--- config.mk ---
export PLATFORM = sky130hd
export DESIGN_NAME = dsp_accum_round_sat_fifo
export DESIGN_NICKNAME = d
export VERILOG_FILES = /design/src/rtl/dsp_accum_round_sat_fifo.sv
export SDC_FILE = /design/constraint.sdc
export NUM_CORES = 1
export LEC_CHECK = 0
export CORE_ASPECT_RATIO = 1.4
export CORE_MARGIN = 2
export CORE_UTILIZATION = 50
export CTS_CLUSTER_SIZE = 28
export DETAILED_ROUTE_END_ITERATION = 8
export PLACE_DENSITY = 0.88
export SETUP_SLACK_MARGIN = 0.3
export SYNTH_ARGS = -nofsm -noshare
export SYNTH_HDL_FRONTEND = slang
export SYNTH_SLANG_ARGS = --single-unit
--- constraint.sdc ---
create_clock -name clk -period 2.3 [get_ports clk]
set_input_delay 0.345 -clock clk [delete_from_list [all_inputs] [get_ports clk]]
set_output_delay 0.345 -clock clk [all_outputs]
set_load 0.03 [all_outputs]
--- src/rtl/dsp_accum_round_sat_fifo.sv ---
// Accumulator output stage: half-up rounding shift, signed saturation and
// a small first-word-fall-through FIFO with a valid/ready consumer interface.
// A word sampled at edge k is rounded at edge k, saturated at edge k+1 and
// written into the FIFO at edge k+2.
module dsp_accum_round_sat_fifo #(
  parameter int IN_W  = 38,
  parameter int OUT_W = 16,
  parameter int SHIFT = 8,
  parameter int DEPTH = 4
) (
  input  logic                     clk,
  input  logic                     reset,
  input  logic                     p_valid_i,
  input  logic [IN_W-1:0]          p_i,
  output logic [OUT_W-1:0]         dout_o,
  output logic                     dout_valid_o,
  input  logic                     dout_ready_i,
  output logic [$clog2(DEPTH):0]   level_o,
  output logic                     full_o,
  output logic                     sat_o,
  output logic                     drop_o
);

  localparam int AW = $clog2(DEPTH);
  localparam int LW = AW + 1;

  // Half-LSB rounding constant; zero when no shift is applied.
  localparam logic [IN_W:0] RND = (SHIFT > 0) ?
                                  ((IN_W+1)'(1) << ((SHIFT > 0) ? (SHIFT - 1) : 0)) : '0;

  // Saturation limits expressed on the widened rounding width.
  localparam logic signed [IN_W:0]  MAXV    = {{(IN_W+2-OUT_W){1'b0}}, {(OUT_W-1){1'b1}}};
  localparam logic signed [IN_W:0]  MINV    = ~MAXV;
  localparam logic [OUT_W-1:0]      OUT_MAX = {1'b0, {(OUT_W-1){1'b1}}};
  localparam logic [OUT_W-1:0]      OUT_MIN = {1'b1, {(OUT_W-1){1'b0}}};

  logic signed [IN_W:0]  sum;
  logic signed [IN_W:0]  s1R_d;
  logic signed [IN_W:0]  s1R_q;
  logic                  s1Valid_q;

  logic [OUT_W-1:0]      s2Out_d;
  logic                  s2Sat_d;
  logic [OUT_W-1:0]      s2Out_q;
  logic                  s2Valid_q;
  logic                  sat_q;

  logic [OUT_W-1:0]      mem_q [DEPTH];
  logic [AW-1:0]         wrPtr_q;
  logic [AW-1:0]         rdPtr_q;
  logic [LW-1:0]         level_q;
  logic [LW-1:0]         level_d;
  logic                  drop_q;
  logic                  drop_d;
  logic                  isFull;
  logic                  popEn;
  logic                  wrEn;

  // Sign-extend one bit before adding the rounding constant so the sum never wraps.
  assign sum   = $signed({p_i[IN_W-1], p_i}) + $signed(RND);
  assign s1R_d = sum >>> SHIFT;

  // Stage 1: capture the rounded, shifted accumulator value.
  always_ff @(posedge clk) begin
    if (reset) begin
      s1Valid_q <= 1'b0;
      s1R_q     <= '0;
    end else begin
      s1Valid_q <= p_valid_i;
      if (p_valid_i) s1R_q <= s1R_d;
    end
  end

  // Clamp the rounded value into the signed output range.
  always_comb begin
    s2Out_d = s1R_q[OUT_W-1:0];
    s2Sat_d = 1'b0;
    if (s1R_q > MAXV) begin
      s2Out_d = OUT_MAX;
      s2Sat_d = 1'b1;
    end else if (s1R_q < MINV) begin
      s2Out_d = OUT_MIN;
      s2Sat_d = 1'b1;
    end
  end

  // Stage 2: register the saturated sample and keep the sticky saturation flag.
  always_ff @(posedge clk) begin
    if (reset) begin
      s2Valid_q <= 1'b0;
      s2Out_q   <= '0;
      sat_q     <= 1'b0;
    end else begin
      s2Valid_q <= s1Valid_q;
      if (s1Valid_q) begin
        s2Out_q <= s2Out_d;
        if (s2Sat_d) sat_q <= 1'b1;
      end
    end
  end

  // A pop frees a slot in the same cycle, so a full FIFO can still accept a push alongside it.
  always_comb begin
    isFull  = (level_q == LW'(DEPTH));
    popEn   = (level_q != '0) && dout_ready_i;
    wrEn    = s2Valid_q && (!isFull || popEn);
    drop_d  = s2Valid_q && isFull && !popEn;
    level_d = level_q + LW'(wrEn) - LW'(popEn);
  end

  // FIFO storage needs no reset; emptiness is tracked by the level counter.
  always_ff @(posedge clk) begin
    if (wrEn && !reset) mem_q[wrPtr_q] <= s2Out_q;
  end

  // FIFO pointers, occupancy and the one-cycle drop indicator.
  always_ff @(posedge clk) begin
    if (reset) begin
      wrPtr_q <= '0;
      rdPtr_q <= '0;
      level_q <= '0;
      drop_q  <= 1'b0;
    end else begin
      if (wrEn)  wrPtr_q <= wrPtr_q + AW'(1);
      if (popEn) rdPtr_q <= rdPtr_q + AW'(1);
      level_q <= level_d;
      drop_q  <= drop_d;
    end
  end

  assign dout_valid_o = (level_q != '0);
  assign dout_o       = dout_valid_o ? mem_q[rdPtr_q] : '0;
  assign level_o      = level_q;
  assign full_o       = isFull;
  assign sat_o        = sat_q;
  assign drop_o       = drop_q;

endmodule
==> results.md, run 1 <==
* Die area at 0.01159 mm²
* Commonest non-fill, non-tap cell in the layout: edfxtp_1
* Slew of the pin with the lowest slew margin at ~540 ps
* Status: finished, final reports clean
* CORE AREA at roughly 0.010 mm²
* Global-route usage over all layers at 21.34%
* Clock Sinks at 124
* Initial antenna violation count at 0
* Antenna viol nets, final at 0
* Avg WL per Cell at 16.64 µm
* #FFs+latches synth at 124
* Layout area overhead at 34.90%
* CTS H-tree lvls at 4
* Drt total wl at roughly 12000 µm
* CTS tree: built
* Avg Vias per Cell at about 5.8
* Required @ worst endpoint at roughly 2600 ps
* Die Span Y at around 130 µm
* Final #Nets at 603
* Mapped Cells at approximately 450
* Number of port buffers at 57
* Die width at between 90 and 100 µm
* Post-Syn Area per Cell at roughly 12 µm²
* TritonCTS Buffers at 17
* Crit Path Max Fanout at 3
* Cts hold-fix bufs at 0
* Max Cap Viol at 0
* Post-Syn Area at 0.005368 mm²
* Share of post-route cells with drive strength above 1 at around 28%
* Switching power at about 1900 µW
* Row cnt at 44
* Number of global-route vias before repair at slightly above 4000
* Fill cell count at 682
* Total Neg Setup Slack at 0 ps
* Antenna cells at 0
* Complex-gate fraction of the synthesized area at under 10%
* Drt initial violations at between 200 and 250
* Peak supply drop at approximately 0.60 mV
* Detailed placement HPWL at 7460 µm
* Final Instance Area at just over 0.007 mm²
* GPL Wtd Cong at approximately 0.86
* Mux contribution to synthesized area at roughly 7.1%
* Combinational power share at a little over a quarter
* Share of power burned in registers at 36.7%
* Placed Instance Area at roughly 0.0065 mm²
* Overall Power at about 7000 µW
* Fin Clk Skew at 8.871 ps
* Main combinational cell family by area after synthesis: simple AND/OR/NAND/NOR gates
* Sequential share of the synthesized area at between 50% and 60%
* Unique cell type count in the Yosys netlist at 40
* Pin count of the biggest net entering global routing at between 40 and 50
* PwrDens at between 900 and 1000 mW/mm²
* Most frequent cells in the layout: edfxtp_1 (64), dfxtp_1 (56), nor2_1 (53)
* Post-route minimum period at ~2100 ps
* Clk network pwr share at between 30% and 40%
* Worst EP arrival at around 2400 ps
* Leakage at 0.002607 µW
* Crit share post-route at roughly 92%
* Via count at 4044
* CP Capture Type: flop
* Initial cell density of the core at about half
* Sw Share at between 20 and 30%
* Worst-Skew Late Latency at roughly 400 ps
* Simple-gate share of the synthesized area at between 10% and 20%
* Post-Synth XOR/XNOR Area at about 2.6%
* Yosys warns at 0
* DRC at 0
* DRT Pass-1 Iters at 5
* FMAX at roughly 0.47 GHz
* Unrepaired setup endpoints after global routing: yes
* Io pins at between 60 and 70
* Startpoint types: flop
* Crit path kind: flop to flop
* Total congestion overflow at 0
* Slew headroom at about 64%
* Fin. Hold Viols at 0
* Worst slack on hold paths at slightly above 400 ps
* CTS root buf: clkbuf_16
* Clk buf depth at 2
* Post-Syn Nets at 503
* Synth Area in Adders at 2.005%
* Max Slew Vio Count at 0
* Pint at 5136 µW
* First-pass GRT wire length at between 15000 and 20000 µm
* Worst-path clk slew at around 50 ps
* Final setup vio count at 0
* Hold Path Class: input pin to flop
## worst paths after layout
path | start | to | slack, ps | depth (start not counted)
hold reg to reg | s1R_q[3] | s2Out_q[3] | 470 | 2
setup reg to reg | level_o[1] | level_o[2] | 170 | 9
setup / recovery | level_o[1] | level_o[2] | 170 | 9
hold / removal | p_valid_i | s1Valid_q | 400 | 2
## critical path, stage by stage, from the launching register on
cell and delay [ps]:
dfxtp_4 350, or3_4 380, and2_4 160, ha_4 250, inv_2 40, ha_4 140, fa_2 340, xnor2_2 140
xnor2_1 150, nor2_1 50
## flip-flops by register name (all words and copies together) (netlist names), named ones only
register and flops:
drop_o 1, level_o 3, mem_q 64, rdPtr_q 2, s1R_q 31, s1Valid_q 1, s2Out_q 16, s2Valid_q 1
sat_o 1, wrPtr_q 2
## power by group through the flow
stage	Clock, µW	Combinational [µW]	Sequential [µW]
detailed placement	0	1670	2600
global route	2660	2060	2590
global placement	0	1630	2590
finish	2520	1930	2580
CTS	2550	1920	2570
floorplan	0	1060	2600
## final cells by class
cell class              count  area, µm²  share of cell area, %
clock buffers              18      429.2                  5.927
multi-input cells         287       2213                  30.57
inverters                   9      33.78                 0.4666
flip-flops and latches    124       3136                  43.30
clock inverters            13      131.4                  1.814
repair buffers            114       1125                  15.53
well taps                 138      172.7                  2.385
## cell usage after synthesis (all sizes together)
cell type,number,share of area (%)
o41ai,2,0.33
a41o,1,0.19
or4,16,2.2
nor3b,4,0.56
nand4,10,1.2
xor2,9,1.5
nor2,53,3.7
nand2,29,2.0
buf,6,0.61
o31ai,14,2.0
or2,2,0.23
a311oi,17,2.8
nor4,4,0.47
and3,5,0.58
or3,4,0.47
xnor2,7,1.1
a311o,1,0.19
fa,1,0.37
inv,9,0.63
mux2i,2,0.37
nand3,16,1.6
nor3,2,0.19
a211oi,26,3.6
or4b,1,0.19
a21oi,2,0.19
o21ai,4,0.37
nand2b,1,0.12
o311a,1,0.19
mux4,16,6.7
nor2b,4,0.47
edfxtp,64,36
clkbuf,27,1.9
and2,23,2.7
ha,7,1.6
and4,2,0.33
and4b,1,0.19
dfxtp,60,22
## metal layers
layer  vias to the layer above  track usage (%)  part of all wire, %
li1                       1929                -                    -
met1                      1931            23.40                   38
met3                        29            4.097                  4.9
met4                         0            10.16                  2.9
met2                       155            39.19                   54
met5                         -                0                    0
## cell families (layout without fill, tap and decap cells)
logic type               count (synthesis)  after routing
AO/OA/AOI/OAI                           68             68
XOR/XNOR                                16             16
adder cells (fa/ha/maj)                  8              8
buffers and inverters                   42            154
flip-flops                             124            124
multiplexers                            18             18
AND/OR/NAND/NOR                        177            177
## metrics by stage
stage               setup slack, ps  std cells  utilization [%]
floorplan                    0.9668        453                -
global route                  65.42        703            69.59
detailed placement           -287.8        663            62.18
global placement             -198.8        663            62.18
finish                        174.6        703            69.59
CTS                           165.8        702            69.46
## timing repair
action                                  CTS  global route
endpoints found under the setup margin   31            24
endpoints found under the hold margin     0             0
pin swaps                                12             5
cloned                                    2             0
setup buffers                             6             1
gates resized for setup                 146             5
Note: power is estimated with default switching activity, not from simulation.
==> inputs of run 2 (changes only) <==
--- a/config.mk
+++ b/config.mk
@@ -7,10 +7,10 @@
 export LEC_CHECK = 0
 export CORE_ASPECT_RATIO = 1.4
 export CORE_MARGIN = 2
-export CORE_UTILIZATION = 50
-export CTS_CLUSTER_SIZE = 28
+export CORE_UTILIZATION = 55
+export CTS_CLUSTER_SIZE = 8
 export DETAILED_ROUTE_END_ITERATION = 8
-export PLACE_DENSITY = 0.88
+export PLACE_DENSITY = 0.91
 export SETUP_SLACK_MARGIN = 0.3
 export SYNTH_ARGS = -nofsm -noshare
 export SYNTH_HDL_FRONTEND = slang
==> constraint.sdc (replaced) <==
create_clock -name clk -period 2.4 [get_ports clk]
set_input_delay 0.36 -clock clk [delete_from_list [all_inputs] [get_ports clk]]
set_output_delay 0.36 -clock clk [all_outputs]
set_load 0.03 [all_outputs]
==> run 2 against run 1 <==
Effect of this change: register-to-register slack gained 80 ps; worst hold slack got worse by 90 ps; first-iteration DRC count increased by 7.6%; non-clock buffer count down 8; critical path type unchanged; highest routed layer unchanged.
==> results.md, run 2 (synthesis gave the netlist of run 1 again) <==
* CORE AREA at 0.009459 mm² (was 0.01041 mm²)
* Worst-path clk slew at 60 ps (was 50 ps)
* DRC at 0 (unchanged)
* Total congestion overflow at 0 (unchanged)
* CTS tree: built (unchanged)
* Max Cap Viol at 0 (unchanged)
* Cts hold-fix bufs at 0 (unchanged)
* Most flops, register: mem_q (unchanged)
* Fin. Hold Viols at 0 (unchanged)
* Required @ worst endpoint at 2690 ps (was 2580 ps)
* Slew headroom at 61.02% (was 63.78%)
* Largest register FFs at 64 (unchanged)
* CTS H-tree lvls at 4 (unchanged)
* Fin cells at 668 (was 703)
* Startpoint types: flop (unchanged)
* CTS root buf: clkbuf_16 (unchanged)
* Share of post-route cells with drive strength above 1 at 27.24% (was 27.61%)
* Fin Clk Skew at 9.822 ps (was 8.871 ps)
* TritonCTS Buffers at 17 (unchanged)
* Pre-CTS WS at -204.0 ps (was -287.8 ps)
* Detailed placement HPWL at 7856 µm (was 7460 µm)
* DRT Pass-1 Iters at 5 (unchanged)
* Crit Path Max Fanout at 4 (was 3)
* Number of port buffers at 57 (unchanged)
* Initial antenna violation count at 0 (unchanged)
* Unrepaired setup endpoints after global routing: yes (unchanged)
* Die area at 0.01058 mm² (was 0.01159 mm²)
* Crit path kind: flop to flop (unchanged)
* Row cnt at 42 (was 44)
* Post-route minimum period at 2146 ps (was 2125 ps)
* Leakage at 0.002673 µW (was 0.002607 µW)
* Die width at 87.49 µm (was 91.57 µm)
* PwrDens at 955.0 mW/mm² (was 969.4 mW/mm²)
* Max Slew Vio Count at 0 (unchanged)
* Drt initial violations at 255 (was 237)
* First-pass GRT wire length at 19910 µm (was 19450 µm)
* CP max-delay cell: or3_4 (unchanged)
* Most frequent cells in the layout: edfxtp_1 (64), dfxtp_1 (56), nor2_1 (53) (unchanged)
* Crit share post-route at 89.43% (was 92.41%)
* Global-route usage over all layers at 24.97% (was 21.34%)
* Avg Vias per Cell at 6.260 (was 5.752)
* Clk buf depth at 2 (unchanged)
* Worst EP arrival at 2430 ps (was 2410 ps)
* Slew of the pin with the lowest slew margin at 584.7 ps (was 543.3 ps)
* Hold Path Class: input pin to flop (unchanged)
* Avg WL per Cell at 19.32 µm (was 16.64 µm)
* Initial cell density of the core at 56.75% (was 51.59%)
* Pin count of the biggest net entering global routing at 32 (was 45)
* Number of global-route vias before repair at 4001 (was 4102)
* Final #Nets at 595 (was 603)
* Layout area overhead at 34.34% (was 34.90%)
* Commonest non-fill, non-tap cell in the layout: edfxtp_1 (unchanged)
* Clock Sinks at 124 (unchanged)
* Antenna cells at 0 (unchanged)
* Fill cell count at 537 (was 682)
* Io pins at 65 (unchanged)
* Highest cell delay on the worst timing path at 380 ps (about the same)
* GPL Wtd Cong at 0.9066 (was 0.8615)
* Die Span Y at 120.9 µm (was 126.6 µm)
* Crit path top cell by count: ha_4 (unchanged)
* Final worst setup slack at 253.7 ps (was 174.6 ps)
* Via count at 4182 (was 4044)
* FMAX at 0.4659 GHz (was 0.4705 GHz)
* Largest regs: mem_q (64), s1R_q (31), s2Out_q (16) (unchanged)
* Status: finished, final reports clean (unchanged)
* Placed instance count at 629 (was 663)
* Worst-Skew Late Latency at 410 ps (was 400 ps)
* Drt total wl at 12910 µm (was 11700 µm)
* CP Capture Type: flop (unchanged)
* Antenna viol nets, final at 0 (unchanged)
* Crit path cell chain: or3_4 > and2_4 > ha_4 > inv_2 > ha_4 > fa_2 > xnor2_2 > xnor2_1 > nor2_1 (unchanged)
* Peak supply drop at 0.6230 mV (was 0.5983 mV)
* Final setup vio count at 0 (unchanged)
[run 2: final timing paths]
path / startpoint / endpoint / slack [ps] / cells after the start
max reg2reg: level_o[0] / level_o[2] / 250 / 9
min reg2reg: s1R_q[10] / s2Out_q[10] / 470 / 2
min: p_i[24] / s1R_q[16] / 310 / 3
max: level_o[0] / level_o[2] / 250 / 9
[run 2: final cells by class]
type	count	area, µm²	share of cell area [%]
Multi-Input combinational cell	287	2232	30.96
Tap cell	110	137.6	1.909
Clock inverter	3	41.29	0.5726
Sequential cell	124	3136	43.48
Timing Repair Buffer	106	1056	14.65
Clock buffer	29	574.3	7.965
Inverter	9	33.78	0.4685
[run 2: where the power goes]
| part | switching, µW | leakage, µW | total (µW) | internal, µW |
|---|---|---|---|---|
| registers | 111 | 0.00109 | 2470 | 2360 |
| logic | 880 | 0.00128 | 1840 | 957 |
| clock network | 857 | 0.000304 | 2580 | 1720 |
[run 2: timing repair]
action	4_1_cts	5_1_grt
gates cloned	1	1
gates resized for setup	134	21
pin swaps	7	4
setup endpoints to repair	26	32
hold endpoints to repair	0	0
setup buffers	2	3
[run 2: worst max-delay path: cells and delay by family (launching register included)]
family / cells / cell delay (ps)
buffers and inverters: 1 / 40
XOR/XNOR: 2 / 300
adder cells (fa/ha/maj): 3 / 750
flip-flops: 1 / 350
AND/OR/NAND/NOR: 3 / 600
[run 2: through the flow]
step,setup TNS [ps],utilization (%),area [µm²],power [µW],hold slack [ps]
after floorplan,0,-,5433,3505,436.9
after global placement,-1023,67.31,6367,4024,449.3
after detailed placement,-2074,67.31,6367,4085,454.3
after CTS,0,75.30,7123,6917,332.2
after global routing,0,76.23,7211,7116,315.5
final,0,76.23,7211,6886,313.8
[run 2: routing by layer]
| layer | track usage, % | routed length, µm | vias up |
|---|---|---|---|
| met1 | 27.00 | 4703 | 2028 |
| met5 | 0 | 0 | - |
| met3 | 5.578 | 665 | 41 |
| met4 | 11.54 | 471 | 0 |
| met2 | 45.22 | 7067 | 201 |
| li1 | - | - | 1912 |
==> inputs of run 3 (changes only) <==
--- a/config.mk
+++ b/config.mk
@@ -5,6 +5,7 @@
 export SDC_FILE = /design/constraint.sdc
 export NUM_CORES = 1
 export LEC_CHECK = 0
+export CAP_MARGIN = 20
 export CORE_ASPECT_RATIO = 1.4
 export CORE_MARGIN = 2
 export CORE_UTILIZATION = 55
==> results of run 3 <==
No change in the layout: final DEF, timing and power equal those of run 2.
